### src/rtl/softmax_out_packer.sv
// softmax_out_packer
//   Receive-side endpoint for the softmax output byte stream. Bytes are packed
//   little-endian into 32-bit words, buffered in a circular FIFO and presented
//   on an AXI-Stream-style master through a registered output stage.
//
// Ports:
//   clk, rst_n        clock (rising edge), asynchronous active-low reset
//   in_data/valid/last  byte stream from the softmax engine (no backpressure)
//   m_tdata/tkeep/tlast/tvalid, m_tready   stream toward the writeback path
//   almost_full       registered flag, fifo_level >= FIFO_DEPTH - AFULL_MARGIN
//   overflow          sticky flag, a completed word was dropped (clear_ovf clears)
//   fifo_level        FIFO occupancy, excluding the output register
//   row_count         number of tlast beats accepted downstream (wraps)
module softmax_out_packer #(
  parameter int unsigned FIFO_DEPTH   = 64,
  parameter int unsigned AFULL_MARGIN = 8,
  parameter int unsigned LW           = $clog2(FIFO_DEPTH) + 1
) (
  input  logic          clk,
  input  logic          rst_n,
  input  logic [7:0]    in_data,
  input  logic          in_valid,
  input  logic          in_last,
  output logic [31:0]   m_tdata,
  output logic [3:0]    m_tkeep,
  output logic          m_tlast,
  output logic          m_tvalid,
  input  logic          m_tready,
  output logic          almost_full,
  output logic          overflow,
  input  logic          clear_ovf,
  output logic [LW-1:0] fifo_level,
  output logic [15:0]   row_count
);

  localparam int unsigned AW = $clog2(FIFO_DEPTH);

  // Packer state
  logic [1:0]  idx_q;
  logic [31:0] pack_q;
  logic [3:0]  keep_q;
  logic [31:0] pack_word;
  logic [3:0]  keep_word;
  logic        push;
  logic [36:0] push_entry;

  // FIFO state
  logic [36:0]   mem [FIFO_DEPTH];
  logic [AW-1:0] wptr_q, rptr_q;
  logic [LW-1:0] level_q, level_d;
  logic          fifo_empty, fifo_full;
  logic          pop, wr_en, drop;
  logic [36:0]   head;

  // Output register and status
  logic        ovalid_q;
  logic [31:0] odata_q;
  logic [3:0]  okeep_q;
  logic        olast_q;
  logic        afull_q;
  logic        ovf_q;
  logic [15:0] rows_q;

  // Current byte merged into the partial word; pushed when lane 3 fills or the row ends.
  always_comb begin
    pack_word = pack_q;
    keep_word = keep_q;
    for (int k = 0; k < 4; k++) begin
      if (idx_q == 2'(k)) begin
        pack_word[8*k +: 8] = in_data;
        keep_word[k]        = 1'b1;
      end
    end
    push       = in_valid && ((idx_q == 2'd3) || in_last);
    push_entry = {in_last, keep_word, pack_word};
  end

  always_ff @(posedge clk or negedge rst_n) begin
    if (!rst_n) begin
      idx_q  <= '0;
      pack_q <= '0;
      keep_q <= '0;
    end else if (in_valid) begin
      if (push) begin
        idx_q  <= '0;
        pack_q <= '0;
        keep_q <= '0;
      end else begin
        idx_q  <= idx_q + 2'd1;
        pack_q <= pack_word;
        keep_q <= keep_word;
      end
    end
  end

  always_comb begin
    fifo_empty = (level_q == '0);
    fifo_full  = (level_q == LW'(FIFO_DEPTH));
    head       = mem[rptr_q];
    // Refill the output stage whenever it is empty or its word is leaving.
    pop        = !fifo_empty && (!ovalid_q || m_tready);
    // A full FIFO still accepts a word if a slot frees up on the same edge.
    wr_en      = push && (!fifo_full || pop);
    drop       = push && fifo_full && !pop;
    level_d    = level_q + LW'(wr_en) - LW'(pop);
  end

  // Storage array has no reset; validity is tracked by the pointers and level.
  always_ff @(posedge clk) begin
    if (wr_en) begin
      mem[wptr_q] <= push_entry;
    end
  end

  always_ff @(posedge clk or negedge rst_n) begin
    if (!rst_n) begin
      wptr_q  <= '0;
      rptr_q  <= '0;
      level_q <= '0;
      afull_q <= 1'b0;
    end else begin
      if (wr_en) wptr_q <= wptr_q + AW'(1);
      if (pop)   rptr_q <= rptr_q + AW'(1);
      level_q <= level_d;
      afull_q <= (level_d >= LW'(FIFO_DEPTH - AFULL_MARGIN));
    end
  end

  always_ff @(posedge clk or negedge rst_n) begin
    if (!rst_n) begin
      ovalid_q <= 1'b0;
      odata_q  <= '0;
      okeep_q  <= '0;
      olast_q  <= 1'b0;
    end else if (pop) begin
      ovalid_q <= 1'b1;
      olast_q  <= head[36];
      okeep_q  <= head[35:32];
      odata_q  <= head[31:0];
    end else if (ovalid_q && m_tready) begin
      ovalid_q <= 1'b0;
    end
  end

  always_ff @(posedge clk or negedge rst_n) begin
    if (!rst_n) begin
      ovf_q  <= 1'b0;
      rows_q <= '0;
    end else begin
      // Set wins over a simultaneous clear.
      if (drop) begin
        ovf_q <= 1'b1;
      end else if (clear_ovf) begin
        ovf_q <= 1'b0;
      end
      if (ovalid_q && m_tready && olast_q) begin
        rows_q <= rows_q + 16'd1;
      end
    end
  end

  assign m_tdata     = odata_q;
  assign m_tkeep     = okeep_q;
  assign m_tlast     = olast_q;
  assign m_tvalid    = ovalid_q;
  assign almost_full = afull_q;
  assign overflow    = ovf_q;
  assign fifo_level  = level_q;
  assign row_count   = rows_q;

endmodule
### config.mk
export PLATFORM = sky130hd
export DESIGN_NAME = softmax_out_packer
export DESIGN_NICKNAME = d
export VERILOG_FILES = /design/src/rtl/softmax_out_packer.sv
export SDC_FILE = /design/constraint.sdc
export NUM_CORES = 2
export LEC_CHECK = 0
export ABC_AREA = 1
export CAP_MARGIN = 25
export CORE_MARGIN = 4
export CORE_UTILIZATION = 29
export DETAILED_ROUTE_END_ITERATION = 10
export HOLD_SLACK_MARGIN = 0.15
export PLACE_DENSITY = 0.46
export RECOVER_POWER = 100
export SLEW_MARGIN = 20
export SYNTH_ARGS = -nofsm -noshare
export SYNTH_HDL_FRONTEND = slang
export SYNTH_SLANG_ARGS = --single-unit
### constraint.sdc
create_clock -name clk -period 6.2 [get_ports clk]
set_input_delay 0.93 -clock clk [delete_from_list [all_inputs] [get_ports clk]]
set_output_delay 0.93 -clock clk [all_outputs]
set_load 0.02 [all_outputs]
==> flow_summary_export.csv <==
group,metric,value,unit
hold_path,holdCritStartpoint,"row_count[15]",
placed_design,place_hpwl,187000,um
logic_synthesis,synth-seq-cells,2481,
setup_path,critPathCaptureType,"flop",
placed_design,io_buffer_count,76,
floorplan,die_x,605,um
timing,relSlewSlack,-104,%
cells_and_area,drive_above_1_share,6.62,%
setup_path,startpoint,"in_last",
cts,clkSlewWorstSetupHoldPaths,60,ps
timing,period_share,81.9,%
routing,first_pass_iters,7,
floorplan,die_h,605,um
placed_design,dp_slack,1440,ps
setup_path,start_kind,"input port",
run_status,status,"finished with violations",
floorplan,core_region_area,354000,um2
grt,grt_pass1_vias,66033,
logic_synthesis,synth_fp_nets,9489,
setup_path,worstPathRequired,6760,ps
setup_path,crit_type,"input port to flop",
cts,numClockSinks,2481,
timing,hold_slack,468,ps
routing,drc,0,
hold_path,hold_path.class,"flop to flop",
setup_path,crit_arrival,5630,ps
routing,drt-vias-per-instance,4.68,
routing,wl_met2,156000,um
logic_synthesis,ys_seq_area_share,71.6,%
timing,rsz0062_at_grt,"false",
grt,grtUsageTotal,17.5,%
placed_design,gp_congestion,0.849,
grt,grt_pass1_wl,474000,um
grt,grt_max_degree,174,
timing,fin_skew,47.4,ps
grt,grt.overflow.total,0,
cts,tritoncts.num_buffers,286,
cts,cts_tree,"built",
cts,post-cts-setup-buffers,0,
logic_synthesis,synthDistinctLibCells,33,
cts,cts_resized,0,
job,maxCapViolCount,45,
power_and_ir_drop,p_leak,44.9,nW
setup_path,critPathMaxFanout,14,
routing,wl_met3,18700,um
routing,drt_iter0_markers,6173,
grt,antenna_found_initial,21,
routing,drtAntennaViolNets,0,
floorplan,top_level_ports,77,
timing,fmax,197,MHz
routing,wirelength_met1,142000,um
cells_and_area,nNetsFinal,9548,
timing,slew_violations,1931,
floorplan,die_area,366000,um2
cts,worstSkewPairLatency,850,ps
power_and_ir_drop,peakVddDrop,0.343,mV
logic_synthesis,syn-mean-instance-area,10.9,um2
cells_and_area,area_growth_syn_to_layout,14.6,%
floorplan,num_rows,218,
timing,hold_viol,0,
logic_synthesis,ys_warn_count,0,
routing,wl_per_cell,22.7,um
cts,cts.path.max_buffers,4,
cts,cts-root-buf,"clkbuf_16",
placed_design,placed_cell_area,110000,um2
routing,num_vias,67719,
timing,worst_slew_pin_slew,3060,ps
logic_synthesis,synth_cells,9459,
timing,setup_viol,0,
timing,min_period,5080,ps
cells_and_area,fin_area,118000,um2
cts,htree_levels,5,
routing,top_layer_used,"met5",
routing,finalWirelength,328000,um
setup_path,r2r_start,"rptr_q[0]",
floorplan,start_util,29.2,%
timing,worst_slack,1120,ps
timing,finalSetupTns,0,ps
logic_synthesis,synth_area,103000,um2
run_status,violations,"capacitance limit, slew limit",
power_and_ir_drop,pwr_density_cell,471,nW/um2
==> Yosys cell counts, drive strengths merged <==
cell	number	area, um2
a21oi	157	790
buf	290	1870
clkbuf	233	875
clkinv	2	7.51
dfrtp	113	2830
edfxtp	2368	71100
fa	1	20.0
ha	15	188
inv	612	2300
mux2	1	11.3
nand2	3216	12100
nand3	986	4940
nand4	8	50.1
nor2	969	3640
nor3	6	30.0
nor3b	1	7.51
nor4	2	12.5
o21ai	414	2070
o21bai	1	7.51
o22ai	1	6.26
or2	35	219
xnor2	5	43.8
xor2	23	201
==> placed cells by master, fill, tap and decap left out, types with 8 or more instances in the layout <==
cell type        netlist  routed
a21oi_1              156     156
buf_12                 1      25
buf_4                 34     106
bufinv_16              0      17
clkbuf_1             233     128
clkbuf_16              0     289
clkbuf_2               0      37
clkbuf_8               0       8
clkdlybuf4s50_1        0      10
clkinv_1               2      53
clkinv_2               0      28
dfrtp_1              113     108
diode_2                0       8
dlygate4sd3_1          0      65
edfxtp_1            2368    2368
ha_1                  15      15
inv_1                609     606
inv_6                  1      10
nand2_1             3216    3215
nand3_1              985     985
nand4_1                8       8
nor2_1               969     925
nor2_4                 0      43
o21ai_0              394     377
o21ai_1               20      20
o21ai_4                0      17
or2_2                 35      33
xor2_1                23      23
==> what timing repair did <==
action / 4_1_cts / 5_1_grt
setup endpoints to repair: 0 / 0
hold endpoints to repair: 55 / 0
hold buffers: 1 / 0
==> worst max-delay path, stage by stage <==
cell and delay [ps]:
clkbuf_1 300, inv_1 380, a21oi_1 870, nand2_1 240
inv_1 380, nand4_1 130, clkbuf_1 570, nor2_1 1280
buf_12 290, buf_4 190
==> final timing paths <==
path / slack [ps] / cells past startpoint / end
max: 1120 / 10 / mem[24][30]
min: 470 / 1 / row_count[15]
max reg2reg: 1390 / 13 / m_tdata[2]
min reg2reg: 470 / 1 / row_count[15]
max in group asynchronous: 2840 / 3 / rptr_q[2]
min in group asynchronous: 630 / 2 / pack_q[16]
==> logic make-up after synthesis <==
family	share of synthesized area [%]
and+or+nand+nor	20.3
DFF	71.6
AOI/OAI and AO/OA	2.78
muxes	0.0109
xor gates and xnor gates	0.237
adders and majority gates	0.201
buffers and inverters	4.89
==> area by class of cell <==
class	count	area (um2)
antenna	8	20.0
clock buffer	376	7640
clock inverter	118	1170
fill	35469	235000
inverter	614	2330
multi-input combinational	5841	24800
sequential	2481	74000
tap	4730	5920
timing repair buffer	294	2450
==> stage by stage <==
step / util (%) / total power [mW] / std cells
after floorplan: - / 31.9 / 9459
after global placement: 31.1 / 40.1 / 13952
after detailed placement: 31.1 / 40.1 / 13956
after CTS: 33.6 / 56.4 / 14451
after global routing: 33.4 / 58.7 / 14457
final: 33.4 / 55.7 / 14462
==> sequential cells by signal, indices dropped and copies added, names as in the netlist, 2 cells and up <==
| register | count |
|---|---|
| m_tkeep | 4 |
| pack_q | 32 |
| wptr_q | 6 |
| mem | 2368 |
| row_count | 16 |
| keep_q | 4 |
| m_tdata | 32 |
| fifo_level | 7 |
| idx_q | 2 |
| rptr_q | 6 |
==> report_power, final <==
group	switching, mW	internal [mW]
sequential	0.615	19.5
clock	6.81	9.40
combinational	14.7	4.61
total	22.1	33.5
==> routing by layer <==
layer  GRT usage, %  up-vias
li1               -    31723
met1           23.6    33711
met2           29.0     1849
met3           2.60      434
met4           5.67        2
met5              0        -
(Power assumes the default switching activity.)
